### src/rtl/uart_cmd_pkg.sv
// Shared types, ASCII constants and hex helpers for the UART LED command parser.
package uart_cmd_pkg;

  typedef enum logic [2:0] {
    P_IDLE,
    P_GET_HI,
    P_GET_LO,
    P_EXP_CR,
    P_FLUSH,
    P_RESP
  } parse_state_e;

  typedef enum logic [1:0] {
    TX_IDLE,
    TX_SEND,
    TX_WAIT_HI,
    TX_WAIT_LO
  } tx_state_e;

  typedef enum logic {
    OP_READ,
    OP_WRITE
  } op_e;

  // Element [0] is the first byte on the wire.
  typedef logic [3:0][7:0] reply_t;

  localparam logic [7:0] ASCII_CR = 8'h0D;
  localparam logic [7:0] ASCII_LF = 8'h0A;
  localparam logic [7:0] ASCII_L  = 8'h4C;
  localparam logic [7:0] ASCII_R  = 8'h52;
  localparam logic [7:0] ASCII_O  = 8'h4F;
  localparam logic [7:0] ASCII_K  = 8'h4B;
  localparam logic [7:0] ASCII_E  = 8'h45;

  localparam reply_t REPLY_OK = {ASCII_LF, ASCII_CR, ASCII_K, ASCII_O};
  localparam reply_t REPLY_ER = {ASCII_LF, ASCII_CR, ASCII_R, ASCII_E};

  function automatic logic is_hex(input logic [7:0] b);
    return (b >= 8'h30 && b <= 8'h39) ||
           (b >= 8'h41 && b <= 8'h46) ||
           (b >= 8'h61 && b <= 8'h66);
  endfunction

  // Letters A-F and a-f share low nibbles 1-6, so adding 9 covers both cases.
  function automatic logic [3:0] hex2nib(input logic [7:0] b);
    if (b <= 8'h39) return b[3:0];
    return b[3:0] + 4'd9;
  endfunction

  function automatic logic [7:0] nib2hex(input logic [3:0] n);
    return (n < 4'd10) ? {4'h3, n} : (8'h37 + {4'h0, n});
  endfunction

endpackage

### src/rtl/uart_led_cmd_tx_seq.sv
// Sends a 4-byte reply through the transmitter's enable/busy handshake.
module uart_tx_sequencer
  import uart_cmd_pkg::*;
#(
  parameter int BUSY_WAIT = 2
) (
  input  logic       clk,
  input  logic       rst_n,
  input  logic       start_i,
  input  reply_t     buf_i,
  input  logic       tx_busy_i,
  output logic       tx_en_o,
  output logic [7:0] tx_data_o,
  output logic       done_o
);

  localparam int CNT_W = (BUSY_WAIT > 1) ? $clog2(BUSY_WAIT) : 1;
  localparam logic [CNT_W-1:0] CNT_LAST = CNT_W'(BUSY_WAIT - 1);

  tx_state_e        state_q;
  reply_t           buf_q;
  logic [1:0]       idx_q;
  logic [CNT_W-1:0] cnt_q;
  logic             tx_en_q;
  logic [7:0]       tx_data_q;
  logic             done_q;

  // NOTE: the reply buffer is always loaded before it is read, so it carries
  // no reset and lives in its own reset-free block.
  always_ff @(posedge clk) begin
    if (start_i && state_q == TX_IDLE) buf_q <= buf_i;
  end

  always_ff @(posedge clk or negedge rst_n) begin
    if (!rst_n) begin
      state_q   <= TX_IDLE;
      idx_q     <= 2'd0;
      cnt_q     <= '0;
      tx_en_q   <= 1'b0;
      tx_data_q <= 8'h00;
      done_q    <= 1'b0;
    end else begin
      // NOTE: non-blocking assignments keep every register update in this
      // block tied to the same clock edge regardless of statement order.
      tx_en_q <= 1'b0;
      done_q  <= 1'b0;
      case (state_q)
        TX_IDLE: begin
          if (start_i) begin
            idx_q <= 2'd0;
            if (!tx_busy_i) begin
              tx_en_q   <= 1'b1;
              tx_data_q <= buf_i[0];
              cnt_q     <= '0;
              state_q   <= TX_WAIT_HI;
            end else begin
              state_q <= TX_SEND;
            end
          end
        end
        TX_SEND: begin
          if (!tx_busy_i) begin
            tx_en_q   <= 1'b1;
            tx_data_q <= buf_q[idx_q];
            cnt_q     <= '0;
            state_q   <= TX_WAIT_HI;
          end
        end
        TX_WAIT_HI: begin
          if (tx_busy_i || cnt_q == CNT_LAST) state_q <= TX_WAIT_LO;
          else                                cnt_q   <= cnt_q + 1'b1;
        end
        TX_WAIT_LO: begin
          if (!tx_busy_i) begin
            if (idx_q == 2'd3) begin
              done_q  <= 1'b1;
              state_q <= TX_IDLE;
            end else begin
              idx_q   <= idx_q + 2'd1;
              state_q <= TX_SEND;
            end
          end
        end
        default: state_q <= TX_IDLE;
      endcase
    end
  end

  assign tx_en_o   = tx_en_q;
  assign tx_data_o = tx_data_q;
  assign done_o    = done_q;

endmodule

### src/rtl/uart_led_cmd.sv
// ASCII line parser: "Lhh\r" sets the LEDs, "R\r" reads them back; replies via the TX sequencer.
module uart_led_cmd
  import uart_cmd_pkg::*;
#(
  parameter logic [7:0] LED_RESET_VAL = 8'h00,
  parameter int         BUSY_WAIT     = 2
) (
  input  logic       clk,
  input  logic       rst_n,
  input  logic       rx_valid_i,
  input  logic [7:0] rx_data_i,
  input  logic       rx_parity_err_i,
  output logic       tx_en_o,
  output logic [7:0] tx_data_o,
  input  logic       tx_busy_i,
  output logic [7:0] leds_o,
  output logic       cmd_done_o,
  output logic       overrun_o
);

  parse_state_e state_q;
  op_e          op_q;
  logic [3:0]   hi_q, lo_q;
  logic [7:0]   leds_q;
  logic         overrun_q;

  logic   accept, byte_ok, is_cr, is_lf, is_l, is_r, is_hx;
  logic   start;
  reply_t reply;
  logic   seq_done;

  // A parity-errored byte is accepted but matches no token, so it lands in FLUSH.
  assign accept  = rx_valid_i && (state_q != P_RESP);
  assign byte_ok = accept && !rx_parity_err_i;
  assign is_cr   = byte_ok && (rx_data_i == ASCII_CR);
  assign is_lf   = byte_ok && (rx_data_i == ASCII_LF);
  assign is_l    = byte_ok && ((rx_data_i | 8'h20) == (ASCII_L | 8'h20));
  assign is_r    = byte_ok && ((rx_data_i | 8'h20) == (ASCII_R | 8'h20));
  assign is_hx   = byte_ok && is_hex(rx_data_i);

  always_comb begin
    // NOTE: defaults first so no path through the case leaves a latch behind.
    start = 1'b0;
    reply = REPLY_ER;
    case (state_q)
      P_GET_HI, P_GET_LO, P_FLUSH: start = is_cr;
      P_EXP_CR: begin
        start = is_cr;
        if (op_q == OP_WRITE) reply = REPLY_OK;
        else reply = {ASCII_LF, ASCII_CR, nib2hex(leds_q[3:0]), nib2hex(leds_q[7:4])};
      end
      default: ;
    endcase
  end

  always_ff @(posedge clk or negedge rst_n) begin
    if (!rst_n) begin
      state_q   <= P_IDLE;
      op_q      <= OP_READ;
      hi_q      <= 4'h0;
      lo_q      <= 4'h0;
      leds_q    <= LED_RESET_VAL;
      overrun_q <= 1'b0;
    end else begin
      case (state_q)
        P_IDLE: begin
          if (accept) begin
            if (is_l) state_q <= P_GET_HI;
            else if (is_r) begin
              op_q    <= OP_READ;
              state_q <= P_EXP_CR;
            end else if (!(is_cr || is_lf)) state_q <= P_FLUSH;
          end
        end
        P_GET_HI: begin
          if (accept) begin
            if (is_hx) begin
              hi_q    <= hex2nib(rx_data_i);
              state_q <= P_GET_LO;
            end else if (is_cr) state_q <= P_RESP;
            else                state_q <= P_FLUSH;
          end
        end
        P_GET_LO: begin
          if (accept) begin
            if (is_hx) begin
              lo_q    <= hex2nib(rx_data_i);
              op_q    <= OP_WRITE;
              state_q <= P_EXP_CR;
            end else if (is_cr) state_q <= P_RESP;
            else                state_q <= P_FLUSH;
          end
        end
        P_EXP_CR: begin
          if (accept) begin
            if (is_cr) begin
              if (op_q == OP_WRITE) leds_q <= {hi_q, lo_q};
              state_q <= P_RESP;
            end else state_q <= P_FLUSH;
          end
        end
        P_FLUSH: if (is_cr) state_q <= P_RESP;
        P_RESP: begin
          if (rx_valid_i) overrun_q <= 1'b1;
          if (seq_done)   state_q   <= P_IDLE;
        end
        default: state_q <= P_IDLE;
      endcase
    end
  end

  uart_tx_sequencer #(.BUSY_WAIT(BUSY_WAIT)) u_tx_seq (
    .clk       (clk),
    .rst_n     (rst_n),
    .start_i   (start),
    .buf_i     (reply),
    .tx_busy_i (tx_busy_i),
    .tx_en_o   (tx_en_o),
    .tx_data_o (tx_data_o),
    .done_o    (seq_done)
  );

  assign leds_o     = leds_q;
  assign cmd_done_o = seq_done;
  assign overrun_o  = overrun_q;

endmodule

### config.mk
export PLATFORM = sky130hd
export DESIGN_NAME = uart_led_cmd
export DESIGN_NICKNAME = d
export VERILOG_FILES = /design/src/rtl/uart_cmd_pkg.sv /design/src/rtl/uart_led_cmd_tx_seq.sv /design/src/rtl/uart_led_cmd.sv
export SDC_FILE = /design/constraint.sdc
export NUM_CORES = 1
export LEC_CHECK = 0
export ABC_AREA = 0
export BUFFER_PORTS_ARGS = -buffer_cell sky130_fd_sc_hd__buf_2
export CAP_MARGIN = 20
export CORE_AREA = 2 2 93 95
export CTS_CLUSTER_SIZE = 30
export DETAILED_ROUTE_END_ITERATION = 8
export DIE_AREA = 0 0 95 97
export HOLD_SLACK_MARGIN = 0.02
export PLACE_DENSITY_LB_ADDON = 0.15
export SLEW_MARGIN = 40
export SYNTH_ARGS = -nofsm -noshare
export SYNTH_HDL_FRONTEND = slang
export SYNTH_SLANG_ARGS = --single-unit
### constraint.sdc
create_clock -name clk -period 4.6 [get_ports clk]
set_input_delay 0.92 -clock clk [delete_from_list [all_inputs] [get_ports clk]]
set_output_delay 0.92 -clock clk [all_outputs]
set_load 0.02 [all_outputs]
## Word level (Yosys, flattened, before mapping)

Cells that the tools add are included.

- Flip-flop bits (word level): 68
- Output and inout bits: 19

- Multiplexer cells: 59
- Bitwise logic cells: 1
- Magnitude comparators: 9
- Add/subtract/negate cells: 5
- Reductions and logical operators: 35
- Eq/ne operators: 31

Operator list:

| cell | number |
|---|---|
| $mux 8 | 5 |
| $mux 3 | 11 |
| $ne 2x2->1 const B | 13 |
| $mux 1 | 21 |
| $pmux 3 s6 | 1 |
| $bmux 8 s2 | 1 |
| $eq 8x4->1 const B | 2 |
| $ge 8x7->1 const B | 2 |
| $le 8x7->1 const B | 2 |
| $mux 2 | 8 |
| $pmux 8 s2 | 1 |
| $reduce_and 4->1 | 4 |
| $add 6x4->7 const A | 2 |
| $eq 7x6->1 const B | 2 |
| $mux 7 | 2 |
| $mux 13 | 1 |
| $mux 4 | 3 |
| $logic_and 1x1->1 | 11 |
| $reduce_and 3->1 | 3 |
| $ge 8x6->1 const B | 1 |
| $le 8x6->1 const B | 1 |
| $lt 4x4->1 const B | 2 |
| $pmux 2 s4 | 1 |
| $reduce_and 7->1 | 1 |
| 27 further kinds | 39 |

## Depth between registers and ports, before layout

- Depth after elaboration: 10
- Depth in mapped cells: 8
- Depth with buffers taken out: 8

## Cells and area by module

From an unflattened synthesis, not the netlist that was laid out.

- Cell total of the unflattened synthesis: 287
- Area total of the unflattened synthesis: 3,631.0 sq um

Modules (own cells, without submodules):

| module | sequential area each (sq um) | instances | cells each | area an instance (sq um) |
|---|---|---|---|---|
| uart_tx_sequencer | 1,336.3 | 1 | 114 | 2,055.7 |
| uart_led_cmd | 525.5 | 1 | 173 | 1,575.3 |

## Least setup slack after synthesis

Ideal clock, no wire load.

- Path type: input to register
- Start: input port rx_data_i[1]
- End: register u_tx_seq.buf_q[0] (netlist bit), enable pin
- Arrival time: 4.343 ns
- Required time: 4.132 ns
- Path slack: -0.212 ns
- Buffers on the path: 0
- Stages: 5
- Cell sequence: inv_1 ha_1 or4b_1 or2_4 a2111oi_0

- Word-level cells in the longest chain between the ends: 4

Ends and longest elaborated chain:

| what | RTL line | source |
|---|---|---|
| start, declared | uart_led_cmd.sv:11 | `input logic [7:0] rx_data_i,` |
| $eq 8x4->1 | uart_led_cmd.sv:35 | `assign is_cr = byte_ok && (rx_data_i == ASCII_CR);` |
| $logic_and 1x1->1 | uart_led_cmd.sv:35 |  |
| $mux 1 | uart_led_cmd.sv:45 | `case (state_q)` |
| $logic_and 1x1->1 | uart_led_cmd_tx_seq.sv:31 | `if (start_i && state_q == TX_IDLE) buf_q <= buf_i;` |
| end signal, assigned | uart_led_cmd_tx_seq.sv:31 |  |
| end, declared | uart_led_cmd_tx_seq.sv:21 | `reply_t buf_q;` |

No other way between the ends.
A chain may end at the register's enable or synchronous reset.

## Worst setup path after layout

- Start: input port rx_data_i[1]
- End: register u_tx_seq.state_q[0]

- Word-level cells in the longest chain between the ends: 5

Ends and longest elaborated chain:

| what | RTL line | source |
|---|---|---|
| $eq 8x4->1 | uart_led_cmd.sv:35 |  |
| $logic_and 1x1->1 | uart_led_cmd.sv:35 |  |
| $mux 1 | uart_led_cmd.sv:45 |  |
| $ne 2x1->1 (no source line) | - |  |
| $reduce_and 4->1 (no source line) | - |  |
| end signal, assigned | uart_led_cmd_tx_seq.sv:77 | `state_q <= TX_IDLE;` |
| end signal, assigned | uart_led_cmd_tx_seq.sv:80 | `state_q <= TX_SEND;` |
| end signal, assigned | uart_led_cmd_tx_seq.sv:84 | `default: state_q <= TX_IDLE;` |
| end, declared | uart_led_cmd_tx_seq.sv:20 | `tx_state_e state_q;` |

No other way between the ends.

==> results.json <==
{
  "outcome": "finished, final reports clean",
  "clockBufferDepth": 2,
  "clock_latency_ns": 0.30,
  "startpoint": "rx_data_i[1]",
  "synth_top_area_share_pct": 31.4,
  "ioPinCount": 32,
  "final_area_mm2": 0.00313,
  "syn_area_mm2": 0.00279,
  "drt.antenna.violating_nets": 0,
  "grtUsageTotal_pct": 13.2,
  "synth_edf_count": 14,
  "critPathSlowestCell": "a2111oi_1",
  "cts_sinks": 49,
  "ys.flop_type": "dfrtp_1",
  "worst_path_largest_cell_delay_ns": 0.64,
  "die_area_mm2": 0.00922,
  "powerDensity_mw_per_mm2": 402,
  "initial_core_util_pct": 34.3,
  "routedWlPerCell_um": 14.0,
  "path_depth": 8,
  "ir_drop_mv": 0.145,
  "finalHoldViolations": 0,
  "clk_pin_slew_worst_paths_ns": 0.09,
  "vias_per_cell": 5.02,
  "synth_seq_area_share_pct": 46.5,
  "synth_seq_cells": 49,
  "grt_pass1_wl_um": 9770,
  "area_growth_pct": 12.3,
  "placed_area_mm2": 0.00302,
  "setup_tns_ns": 0,
  "cp-endpoint": "u_tx_seq.state_q[0]",
  "syn_avg_cell_area_um2": 10.6,
  "rows": 33,
  "clock.fmax_mhz": 318,
  "ff2ff_path_depth": 5,
  "synth_top_family_by_area": "simple AND/OR/NAND/NOR gates",
  "slew_viol_final": 0,
  "synth_mux_area_share_pct": 11.0,
  "nFillCells": 822,
  "synth_warnings": 0,
  "syn_nets": 289,
  "fin_hold_ws_ns": 0.476,
  "synth_area_leaders": "dfrtp_1, edfxtp_1, ha_1",
  "final-setup-viol-count": 0,
  "timing.final.crit_share_pct": 68.4,
  "layout_commonest_cell": "dfrtp_1",
  "yosys.area_share.adder_pct": 5.38,
  "crit_fanout": 5,
  "synth-xor-area-share_pct": 1.57,
  "max_cap_violations": 0,
  "grt_pass1_vias": 2000,
  "final_nets": 319,
  "ys_types": 58,
  "htree_levels": 2,
  "port-buffer-count": 30,
  "min_path_type": "reg -> reg",
  "grt_max_degree": 36,
  "period_minus_slack_ns": 3.15,
  "drive_above_1_share_pct": 24.7,
  "num_vias": 2007,
  "core_area_mm2": 0.00813,
  "cts_setup_buffers": 0,
  "grt-ovfl-total": 0,
  "layout_common_cells": "dfrtp_1, buf_2, nand2_1",
  "yosysTopAreaCell": "dfrtp_1",
  "place_congestion": 0.786,
  "power_leakage_nw": 1.38,
  "dp_worst_setup_slack_ns": 1.13,
  "cts_hold_buf": 0,
  "cts_tree": "built",
  "drt_iter0_drc": 68,
  "cts_resized": 0,
  "r2r-start": "state_q[0]",
  "async_reset_ff_share_pct": 71.4,
  "antenna_cells": 0,
  "fin_skew_ns": 0.00460,
  "cts_root_buffer": "clkbuf_8",
  "crit_chain": "buf_2, inv_1, ha_1, or4b_1, a2111oi_1, nand2b_1, o311a_1, mux2_2",
  "r2r_slack_ns": 1.89,
  "cp.arrival_ns": 3.34,
  "min-delay-start": "overrun_o",
  "die_y_um": 97,
  "crit_family": "compound AO/OA/AOI/OAI gates",
  "power_mw": 1.26,
  "dp_hpwl_um": 4120,
  "cts_inserted_buffers": 5,
  "worst_slew_pin_slew_ns": 0.697,
  "setup_slack_ns": 1.45,
  "start_kind": "input pin",
  "crit_path_end_kind": "flop",
  "critical_path_class": "in -> reg",
  "wl_um": 5590,
  "die_w_um": 95,
  "dr.pass1.iters": 4,
  "drc": 0,
  "synthSimpleGateAreaFrac_pct": 16.4,
  "antenna_found_initial": 0,
  "critical_path_buf_inv_count": 2,
  "synth_compound_area_share_pct": 14.2,
  "timing.rr.end": "u_tx_seq.state_q[0]",
  "synthCells": 264,
  "required_ns": 4.80,
  "max-slew-margin-rel_pct": 53.4,
  "rsz0062_at_grt": "false"
}
## sequential cells by signal, summed over array words and instances (netlist names)
register	cells
u_tx_seq.buf_q	14
u_tx_seq.done_o	1
u_tx_seq.state_q	2
state_q	3
u_tx_seq.cnt_q	1
leds_o	8
hi_q	4
u_tx_seq.tx_en_o	1
overrun_o	1
op_q	1
u_tx_seq.tx_data_o	7
lo_q	4
u_tx_seq.idx_q	2
## per-stage QoR
step,std cells,utilization (%)
6_report,400,38.5
5_1_grt,400,38.5
4_1_cts,400,38.4
3_5_place_dp,392,37.1
3_3_place_gp,392,37.1
2_1_floorplan,264,-
## worst min-delay path by stage
stage	cells past startpoint	slack, ns	to
3_5_place_dp	1	0.47	overrun_o
3_3_place_gp	1	0.46	overrun_o
6_report	1	0.48	overrun_o
4_1_cts	1	0.49	overrun_o
5_1_grt	1	0.52	overrun_o
2_1_floorplan	1	0.48	leds_o[0]
## report_power, final
group	total [mW]	internal (mW)	leakage [nW]	switching, mW
logic	0.398	0.171	0.766	0.227
registers	0.570	0.511	0.562	0.0593
clock network	0.291	0.142	0.0536	0.150
## final cells by class
class	instances	area, µm²	share of cell area, %
Multi-Input combinational cell	189	1370	43.7
Sequential cell	49	1300	41.4
Timing Repair Buffer	31	160	5.11
Tap cell	105	131	4.19
Clock buffer	7	97.6	3.12
Inverter	18	67.6	2.16
Clock inverter	1	8.76	0.280
## synth_stat cells (2+ instances only)
| cell | number |
|---|---|
| mux2i_1 | 4 |
| ha_1 | 12 |
| buf_6 | 3 |
| nand2b_1 | 7 |
| mux2_2 | 13 |
| o21bai_1 | 2 |
| a2111oi_0 | 2 |
| nor2b_1 | 5 |
| mux2_4 | 8 |
| dfrtp_1 | 35 |
| xnor2_1 | 5 |
| o21ai_0 | 20 |
| clkbuf_1 | 3 |
| nor2_1 | 18 |
| o22ai_1 | 2 |
| nand3_1 | 4 |
| a31oi_1 | 3 |
| a31o_2 | 2 |
| and2_1 | 2 |
| a21boi_0 | 2 |
| a21oi_1 | 13 |
| nor3_1 | 2 |
| nand2_1 | 28 |
| nand4_1 | 2 |
| inv_1 | 18 |
| o211ai_1 | 2 |
| and4b_1 | 3 |
| edfxtp_1 | 14 |
## cells by family after synthesis
group           after synthesis
fa+ha+maj                    12
buf+inv                      26
compound gates               61
mux                          25
simple gates                 85
other cells                   1
flops                        49
xor+xnor                      5
## layer usage
| layer | vias up | global-route usage, % | share of wire (%) |
|---|---|---|---|
| li1 | 1006 | - | - |
| met1 | 962 | 17.9 | 48 |
| met2 | 32 | 21.5 | 47 |
| met3 | 7 | 1.95 | 3.1 |
| met4 | 0 | 4.24 | 1.4 |
| met5 | - | 0 | 0 |
(Power assumes the default switching activity.)
